--- config.mk ---
export PLATFORM = sky130hd
export DESIGN_NAME = mtsp_unpack_sequencer_flat
export DESIGN_NICKNAME = d
export VERILOG_FILES = /design/src/rtl/mtsp_unpack_pkg.sv /design/src/rtl/mtsp_unpack_sequencer_if.sv /design/src/rtl/mtsp_saturate_u8.sv /design/src/rtl/mtsp_unpack_sequencer.sv /design/src/flat_wrapper.sv
export SDC_FILE = /design/constraint.sdc
export NUM_CORES = 1
export LEC_CHECK = 0
export BUFFER_PORTS_ARGS = -buffer_cell sky130_fd_sc_hd__buf_2
export CAP_MARGIN = 20
export CORE_MARGIN = 2
export CORE_UTILIZATION = 51
export CTS_BUF_LIST = sky130_fd_sc_hd__clkbuf_8
export DETAILED_ROUTE_END_ITERATION = 6
export PLACE_DENSITY = 0.76
export RECOVER_POWER = 100
export SLEW_MARGIN = 30
export SYNTH_ARGS = -nofsm -noshare
export SYNTH_HDL_FRONTEND = slang
export SYNTH_HIERARCHICAL = 1
export SYNTH_SLANG_ARGS = --single-unit
--- constraint.sdc ---
create_clock -name clk -period 12.3 [get_ports clk]
set_input_delay 1.845 -clock clk [delete_from_list [all_inputs] [get_ports clk]]
set_output_delay 1.845 -clock clk [all_outputs]
set_load 0.01 [all_outputs]
--- src/rtl/mtsp_unpack_pkg.sv ---
// Shared types and bit positions for the MTSP DWORD->byte unpack sequencer.
package mtsp_unpack_pkg;

  typedef enum logic [1:0] {
    IDLE = 2'd0,
    CONV = 2'd1,
    OUT  = 2'd2
  } state_t;

  // Bits 31:24 of a channel DWORD carry no colour information.
  localparam int SIGN_BIT = 23;
  localparam int OVER_MSB = 22;
  localparam int OVER_LSB = 8;

endpackage

--- src/rtl/mtsp_unpack_sequencer_if.sv ---
// Valid/ready stream carrying a data word, a thread ID and a saturation flag.
interface mtsp_unpack_sequencer_if #(
  parameter int DATA_W = 32,
  parameter int ID_W   = 5
);

  logic              valid;
  logic              ready;
  logic [DATA_W-1:0] data;
  logic [ID_W-1:0]   id;
  logic              sat;

  modport master (output valid, data, id, sat, input ready);
  modport slave  (input valid, data, id, sat, output ready);

endinterface

--- src/rtl/mtsp_saturate_u8.sv ---
// Combinational DWORD->byte clamp: negative values go to 0, overflow to 255.
module mtsp_saturate_u8
  import mtsp_unpack_pkg::*;
(
  input  logic [SIGN_BIT:0] d,
  output logic [7:0]        q,
  output logic              clamped
);

  logic over;

  assign over    = |d[OVER_MSB:OVER_LSB];
  assign clamped = d[SIGN_BIT] | over;

  // The sign bit wins over the overflow bits.
  always_comb begin
    q = d[7:0];
    if (d[SIGN_BIT]) begin
      q = 8'h00;
    end else if (over) begin
      q = 8'hFF;
    end
  end

endmodule

--- src/rtl/mtsp_unpack_sequencer.sv ---
// Steps one shared saturate element across the channel DWORDs of a thread
// result and presents the packed pixel on a valid/ready output stream.
module mtsp_unpack_sequencer
  import mtsp_unpack_pkg::*;
#(
  parameter int LANES     = 4,
  parameter int ID_WIDTH  = 5,
  parameter int CNT_WIDTH = 16
) (
  input  logic                  clk,
  input  logic                  rst,
  input  logic                  clr,
  mtsp_unpack_sequencer_if.slave  s,
  mtsp_unpack_sequencer_if.master m,
  output logic [CNT_WIDTH-1:0]  sat_count
);

  localparam int                IDX_W    = (LANES > 1) ? $clog2(LANES) : 1;
  localparam int                DW       = SIGN_BIT + 1;
  localparam logic [IDX_W-1:0] LAST_IDX = IDX_W'(LANES - 1);

  state_t                    state;
  state_t                    state_next;
  logic [LANES-1:0][DW-1:0]  in_data;
  logic [ID_WIDTH-1:0]       in_id;
  logic [IDX_W-1:0]          idx;
  logic [8*LANES-1:0]        result;
  logic [8*LANES-1:0]        result_next;
  logic                      sat_acc;
  logic [8*LANES-1:0]        out_data;
  logic [ID_WIDTH-1:0]       out_id;
  logic                      out_sat;
  logic [DW-1:0]             lane_d;
  logic [7:0]                lane_byte;
  logic                      lane_clamped;
  logic                      last_lane;
  logic                      s_ready;
  logic                      m_valid;
  logic                      accept;
  logic                      m_fire;

  assign lane_d    = in_data[idx];
  assign last_lane = (idx == LAST_IDX);

  mtsp_saturate_u8 u_sat (
    .d       (lane_d),
    .q       (lane_byte),
    .clamped (lane_clamped)
  );

  always_comb begin
    result_next               = result;
    result_next[8*idx +: 8]   = lane_byte;
  end

  always_ff @(posedge clk or posedge rst) begin
    if (rst) begin
      state <= IDLE;
    end else begin
      state <= state_next;
    end
  end

  // OUT may hand off and accept the next request in the same cycle.
  always_comb begin
    state_next = state;
    s_ready    = 1'b0;
    m_valid    = 1'b0;
    case (state)
      IDLE: begin
        s_ready = 1'b1;
        if (s.valid) state_next = CONV;
      end
      CONV: begin
        if (last_lane) state_next = OUT;
      end
      OUT: begin
        m_valid = 1'b1;
        s_ready = m.ready;
        if (m.ready) state_next = s.valid ? CONV : IDLE;
      end
      default: state_next = IDLE;
    endcase
  end

  assign accept = s.valid & s_ready;
  assign m_fire = m_valid & m.ready;

  always_ff @(posedge clk or posedge rst) begin
    if (rst) begin
      in_data  <= '0;
      in_id    <= '0;
      idx      <= '0;
      result   <= '0;
      sat_acc  <= 1'b0;
      out_data <= '0;
      out_id   <= '0;
      out_sat  <= 1'b0;
    end else if (accept) begin
      for (int k = 0; k < LANES; k++) begin
        in_data[k] <= s.data[32*k +: DW];
      end
      in_id   <= s.id;
      idx     <= '0;
      sat_acc <= 1'b0;
    end else if (state == CONV) begin
      result  <= result_next;
      sat_acc <= sat_acc | lane_clamped;
      if (last_lane) begin
        out_data <= result_next;
        out_id   <= in_id;
        out_sat  <= sat_acc | lane_clamped;
      end else begin
        idx <= idx + 1'b1;
      end
    end
  end

  // Clear has priority over a same-cycle increment; the count sticks at all-ones.
  always_ff @(posedge clk or posedge rst) begin
    if (rst) begin
      sat_count <= '0;
    end else if (clr) begin
      sat_count <= '0;
    end else if (m_fire && out_sat && !(&sat_count)) begin
      sat_count <= sat_count + 1'b1;
    end
  end

  assign s.ready = s_ready;
  assign m.valid = m_valid;
  assign m.data  = out_data;
  assign m.id    = out_id;
  assign m.sat   = out_sat;

endmodule

--- src/flat_wrapper.sv ---
// flat-port wrapper written by rule: the top's interface ports become plain ports
module mtsp_unpack_sequencer_flat import mtsp_unpack_pkg::*;
#(
  parameter int LANES     = 4,
  parameter int ID_WIDTH  = 5,
  parameter int CNT_WIDTH = 16
)
  (clk, rst, clr, sat_count, s_valid, s_data, s_id, s_sat, s_ready, m_valid, m_data, m_id, m_sat, m_ready);
  mtsp_unpack_sequencer_if #(.DATA_W(32*LANES), .ID_W((5))) s_i ();
  mtsp_unpack_sequencer_if #(.DATA_W(8*LANES), .ID_W((5))) m_i ();
  input  logic clk;
  input  logic rst;
  input  logic clr;
  output logic [CNT_WIDTH-1:0] sat_count;
  input wire logic [$bits(s_i.valid)-1:0] s_valid;
  input wire logic [$bits(s_i.data)-1:0] s_data;
  input wire logic [$bits(s_i.id)-1:0] s_id;
  input wire logic [$bits(s_i.sat)-1:0] s_sat;
  output wire logic [$bits(s_i.ready)-1:0] s_ready;
  output wire logic [$bits(m_i.valid)-1:0] m_valid;
  output wire logic [$bits(m_i.data)-1:0] m_data;
  output wire logic [$bits(m_i.id)-1:0] m_id;
  output wire logic [$bits(m_i.sat)-1:0] m_sat;
  input wire logic [$bits(m_i.ready)-1:0] m_ready;
  assign s_i.valid = s_valid;
  assign s_i.data = s_data;
  assign s_i.id = s_id;
  assign s_i.sat = s_sat;
  assign s_ready = s_i.ready;
  assign m_valid = m_i.valid;
  assign m_data = m_i.data;
  assign m_id = m_i.id;
  assign m_sat = m_i.sat;
  assign m_i.ready = m_ready;
  mtsp_unpack_sequencer #(.LANES(LANES), .ID_WIDTH(ID_WIDTH), .CNT_WIDTH(CNT_WIDTH)) u_core (.clk(clk), .rst(rst), .clr(clr), .s(s_i), .m(m_i), .sat_count(sat_count));
endmodule
# After elaboration in Yosys (flattened, before gate mapping)

Index checks and enable logic that the tools add are counted.

Input bits: 139
Word-level logic and storage cells: 62
Register bits: 192

$add $sub $neg: 3
Eq/ne operators: 7
Magnitude comparators: 1
Bitwise logic cells: 5
Shift operators: 2
Multiplexer cells: 19
Reductions and logical operators: 12

Operators with widths:

| cell                                                  | number |
|---|---|
| binary-select mux 24 bit (select 2 bit)               | 1 |
| negation 5 -> 34 bit                                  | 1 |
| variable shift 8 x 34 -> 32 bit, first input constant | 1 |
| variable part select 8 x 34 -> 32 bit                 | 1 |
| bitwise mux 32 bit                                    | 1 |
| 2-to-1 mux 16 bit                                     | 2 |
| 2-to-1 mux 24 bit                                     | 1 |
| adder 16 x 1 -> 16 bit, second input constant         | 1 |
| 2-to-1 mux 8 bit                                      | 2 |
| AND reduction 16 bit                                  | 1 |
| OR reduction 15 bit                                   | 1 |
| 2-to-1 mux 2 bit                                      | 6 |
| != test 2 bit, second input constant                  | 3 |
| one-hot mux 2 bit (3 select lines)                    | 1 |
| AND reduction 3 bit                                   | 2 |
| equality test 2 bit, second input constant            | 2 |
| 2-to-1 mux 1 bit                                      | 4 |
| AND reduction 2 bit                                   | 2 |
| nonzero test 2 bit                                    | 2 |
| < comparator 2 x 3 -> 1 bit, second input constant    | 1 |
| adder 2 x 1 -> 2 bit, second input constant           | 1 |
| AND 1 bit                                             | 2 |
| equality test 2 x 1 -> 1 bit, second input constant   | 1 |
| logical AND 1 bit                                     | 2 |
| other kinds (6)                                       | 7 |

# Logic depth before layout (Yosys ltp)

Word-level depth: 7
Gate-level depth with buffers: 10
Mapped depth without buffers: 6

# Hierarchy

The synthesis kept the hierarchy.

Modules (own cells, without submodules):

| module                | cells each | times used | area each (um^2) |
|---|---|---|---|
| mtsp_unpack_sequencer | 609        | 1          | 8037.7 |
| mtsp_saturate_u8      | 24         | 1          | 145.1 |

# Least setup slack after synthesis

OpenSTA, ideal clock, no wires.

Path kind: input to output
From: in m_ready
To: out s_ready
Required time: 10.455 ns
Path slack: 8.335 ns
Cell stages on the path: 2
Data arrival time: 2.120 ns
Cells stage by stage: inv_1 > a21oi_1

Longest elaborated chain between the ends: 1

RTL lines:

| item                               | line                        | RTL |
|---|---|---|
| start, declared                    | flat_wrapper.sv:24          | `input wire logic [$bits(m_i.ready)-1:0] m_ready;` |
| one-hot mux 1 bit (2 select lines) | mtsp_unpack_sequencer.sv:69 | `case (state)` |
| end, declared                      | flat_wrapper.sv:19          | `output wire logic [$bits(s_i.ready)-1:0] s_ready;` |

No other way between the ends.

# Worst setup path in the final report

From: in m_ready
To: reg u_core/in_data[44] (netlist name)

Longest elaborated chain between the ends: 2

RTL lines:

| item                               | line                         | RTL |
|---|---|---|
| one-hot mux 1 bit (2 select lines) | mtsp_unpack_sequencer.sv:69  |  |
| AND 1 bit                          | mtsp_unpack_sequencer.sv:86  | `assign accept = s.valid & s_ready;` |
| end signal, assigned by index      | mtsp_unpack_sequencer.sv:101 | `in_data[k] <= s.data[32*k +: DW];` |
| end, declared                      | mtsp_unpack_sequencer.sv:24  | `logic [LANES-1:0][DW-1:0] in_data;` |

No other way between the ends.
A chain may end at the register's enable or synchronous reset.

==> impl_metrics.json <==
{
  "crit_chain": "clkbuf_1 > inv_1 > a21oi_1 > and2_0 > clkbuf_1 > mux2_2",
  "hold_ws_ns": 0.488,
  "hp-class": "reg2reg",
  "die_y_um": 131,
  "nets": 918,
  "gr-total-overflow": 0,
  "synth_edf_count": 0,
  "ios": 195,
  "setup_tns_ns": 0,
  "clk_pin_slew_ns": 0.08,
  "die_x_um": 131,
  "dr.pass1.iters": 5,
  "fin_skew_ns": 0.0153,
  "timing.final.crit_share_pct": 56.4,
  "r2r-end": "u_core/in_data[44]",
  "die-area_um2": 17100,
  "clock_latency_ns": 0.47,
  "hp-start": "u_core/m.data[5]",
  "cp_num_buf_inv": 3,
  "globalplace.congestion": 0.824,
  "layout-drive-gt1-share_pct": 34.3,
  "hold_violations": 0,
  "yosys-top-cells-area": "dfrtp_1 56%, mux2_2 15%, mux4_2 6.6%",
  "critical-path-top-delay-family": "buffers and inverters",
  "rsz0062_at_grt": "false",
  "cts_tree": "built",
  "ys_seq_elements": 184,
  "synth_area_leader_cell": "dfrtp_1",
  "maxCapViolCount": 4,
  "synth.top_cell.area_share_pct": 56.3,
  "synthToLayoutAreaGrowth_pct": 14.6,
  "fin_crit_ns": 6.94,
  "drc": 0,
  "synth_seq_area_share_pct": 56.3,
  "synth_most_common_cell": "dfrtp_1",
  "ff2ff_path_depth": 4,
  "timing.rr.start": "u_core/state[1]",
  "cp_slowest_cell": "clkbuf_1",
  "multi_input_area_um2": 3310,
  "grt_usage_pct": 22.2,
  "drt_iter0_drc": 351,
  "synthCells": 633,
  "io_buffer_count": 161,
  "start_util_pct": 51.9,
  "synth_nets": 778,
  "cp-end-kind": "flop",
  "dp.cells": 970,
  "cts-htree-levels": 4,
  "viasPerCell": 5.62,
  "first_global_vias": 5743,
  "hold_end": "u_core/m.data[5]",
  "whs_path_depth": 2,
  "critPathMaxFanout": 69,
  "reg2reg_slack_ns": 6.54,
  "place_hpwl_mm": 12.6,
  "antenna_left": 0,
  "num_rows": 46,
  "slew_headroom_pct": -193,
  "arrival_ns": 7.27,
  "grt_max_degree": 103,
  "crit_type": "in2reg",
  "root_buffer": "clkbuf_8",
  "setup_viol": 0,
  "antenna_found_initial": 2,
  "fp.coreArea_um2": 15800,
  "grt_pass1_wl_mm": 29.0,
  "crit_required_ns": 12.63,
  "cp_slowest_stage_delay_ns": 2.65,
  "cts_resized": 0,
  "outcome": "finished, violations left",
  "yosysWarnings": 6,
  "clock_path_buffers": 2,
  "netlist_area_um2": 8180,
  "cts_hold_buffers": 0,
  "drt-total-wl_mm": 18.0,
  "post_cts_buffers": 0,
  "vdd.ir_drop.worst_mv": 0.107,
  "yosys-top-cells-count": "184 x dfrtp_1, 108 x mux2_2, 44 x a21oi_1, 44 x nand2_1, 32 x o21ai_0",
  "synth_flop_cell": "dfrtp_1",
  "numCtsBuffers": 17,
  "clock-sinks": 184,
  "vias": 5632,
  "worstSetupStartpoint": "m_ready",
  "cp_common_cell": "clkbuf_1",
  "layout.cells.non_filler": 1002,
  "syn_area_per_cell_um2": 12.9,
  "ys_types": 43,
  "nFillCells": 1328,
  "power_density_nw_per_um2": 240,
  "final-seq-area_um2": 4610,
  "async_flop_share_pct": 100,
  "fmax_mhz": 144,
  "worst_slew_pin_slew_ns": 4.36,
  "slew_viol_final": 276,
  "worstSetupStartpointType": "input port",
  "post_drt_wl_per_cell_um": 18.0,
  "p_leak_uw": 0.00408,
  "violations": "max-capacitance violations, max-slew violations"
}
==> area by class of cell <==
| cell class | count | share of cell area (%) |
|---|---|---|
| repair buffers | 166 | 8.19 |
| clock inverters | 10 | 0.894 |
| diodes | 2 | 0.0534 |
| clock buffers | 20 | 2.94 |
| multi-input cells | 389 | 35.3 |
| flip-flops and latches | 184 | 49.1 |
| well taps | 216 | 2.88 |
| inverters | 15 | 0.614 |
==> sequential cells by signal (all words and copies together) (netlist names) <==
signal            flops
u_core/in_id          5
u_core/result        24
u_core/sat_count     16
u_core/in_data       96
u_core/m.data        32
u_core/sat_acc        1
u_core/idx            2
u_core/m.id           5
u_core/m.sat          1
u_core/state          2
==> worst max-delay path by stage <==
stage / slack, ns / endpoint / cells after the start
CTS: 7.89 / s_ready / 4
finish: 5.36 / u_core/in_data[44] / 6
global placement: 7.90 / s_ready / 4
floorplan: 5.45 / u_core/idx[0] / 1
global route: 4.84 / u_core/in_data[44] / 6
detailed placement: 7.89 / s_ready / 4
==> cells by family after synthesis <==
family / after synthesis / synth area share, %
fa+ha+maj: 6 / 0.917
buf+inv: 60 / 2.92
mux: 133 / 21.6
simple gates: 129 / 8.95
compound gates: 119 / 9.14
xor+xnor: 2 / 0.214
flops: 184 / 56.3
==> worst reg2reg max path, delay by kind of cell (launching register included) <==
kind | cells | cell delay, ns
buffers and inverters | 1 | 2.66
AND/OR/NAND/NOR | 1 | 1.69
multiplexers | 1 | 0.54
flip-flops | 1 | 0.43
AO/OA/AOI/OAI | 1 | 0.31
==> layer usage <==
layer / share of wire (%) / routed length (µm) / global-route usage (%)
met4: 2.3 / 409 / 8.57
met3: 7.2 / 1300 / 6.27
met2: 48 / 8650 / 35.8
met5: 0 / 0 / 0
met1: 42 / 7640 / 28.8
==> through the flow <==
step / instance area, µm² / utilization [%] / setup slack, ns / power (µW)
2_1_floorplan: 8180 / - / 5.45 / 1650
3_3_place_gp: 9130 / 57.9 / 7.90 / 1850
3_5_place_dp: 9130 / 57.9 / 7.89 / 1910
4_1_cts: 9480 / 60.1 / 7.89 / 2280
5_1_grt: 9370 / 59.4 / 4.84 / 2410
6_report: 9380 / 59.5 / 5.36 / 2250
==> placed cells by master, fill, tap and decap left out, types with 5 or more instances in the layout <==
master    count
mux2_2      107
dfrtp_1     183
nor2b_1      27
a21oi_1      44
o21ai_0      32
clkbuf_1     59
nor2_1        9
mux4_2       24
o31ai_1       6
or4_1         8
clkbuf_8     20
nand2_1      44
inv_1        18
a22o_1       31
nand3_1       7
ha_1          6
or3_1         5
buf_2       104
==> power by group <==
part | switching [µW] | internal (µW)
clock | 202 | 172
combinational | 425 | 441
sequential | 148 | 867
Note: power is estimated with default switching activity, not from simulation.
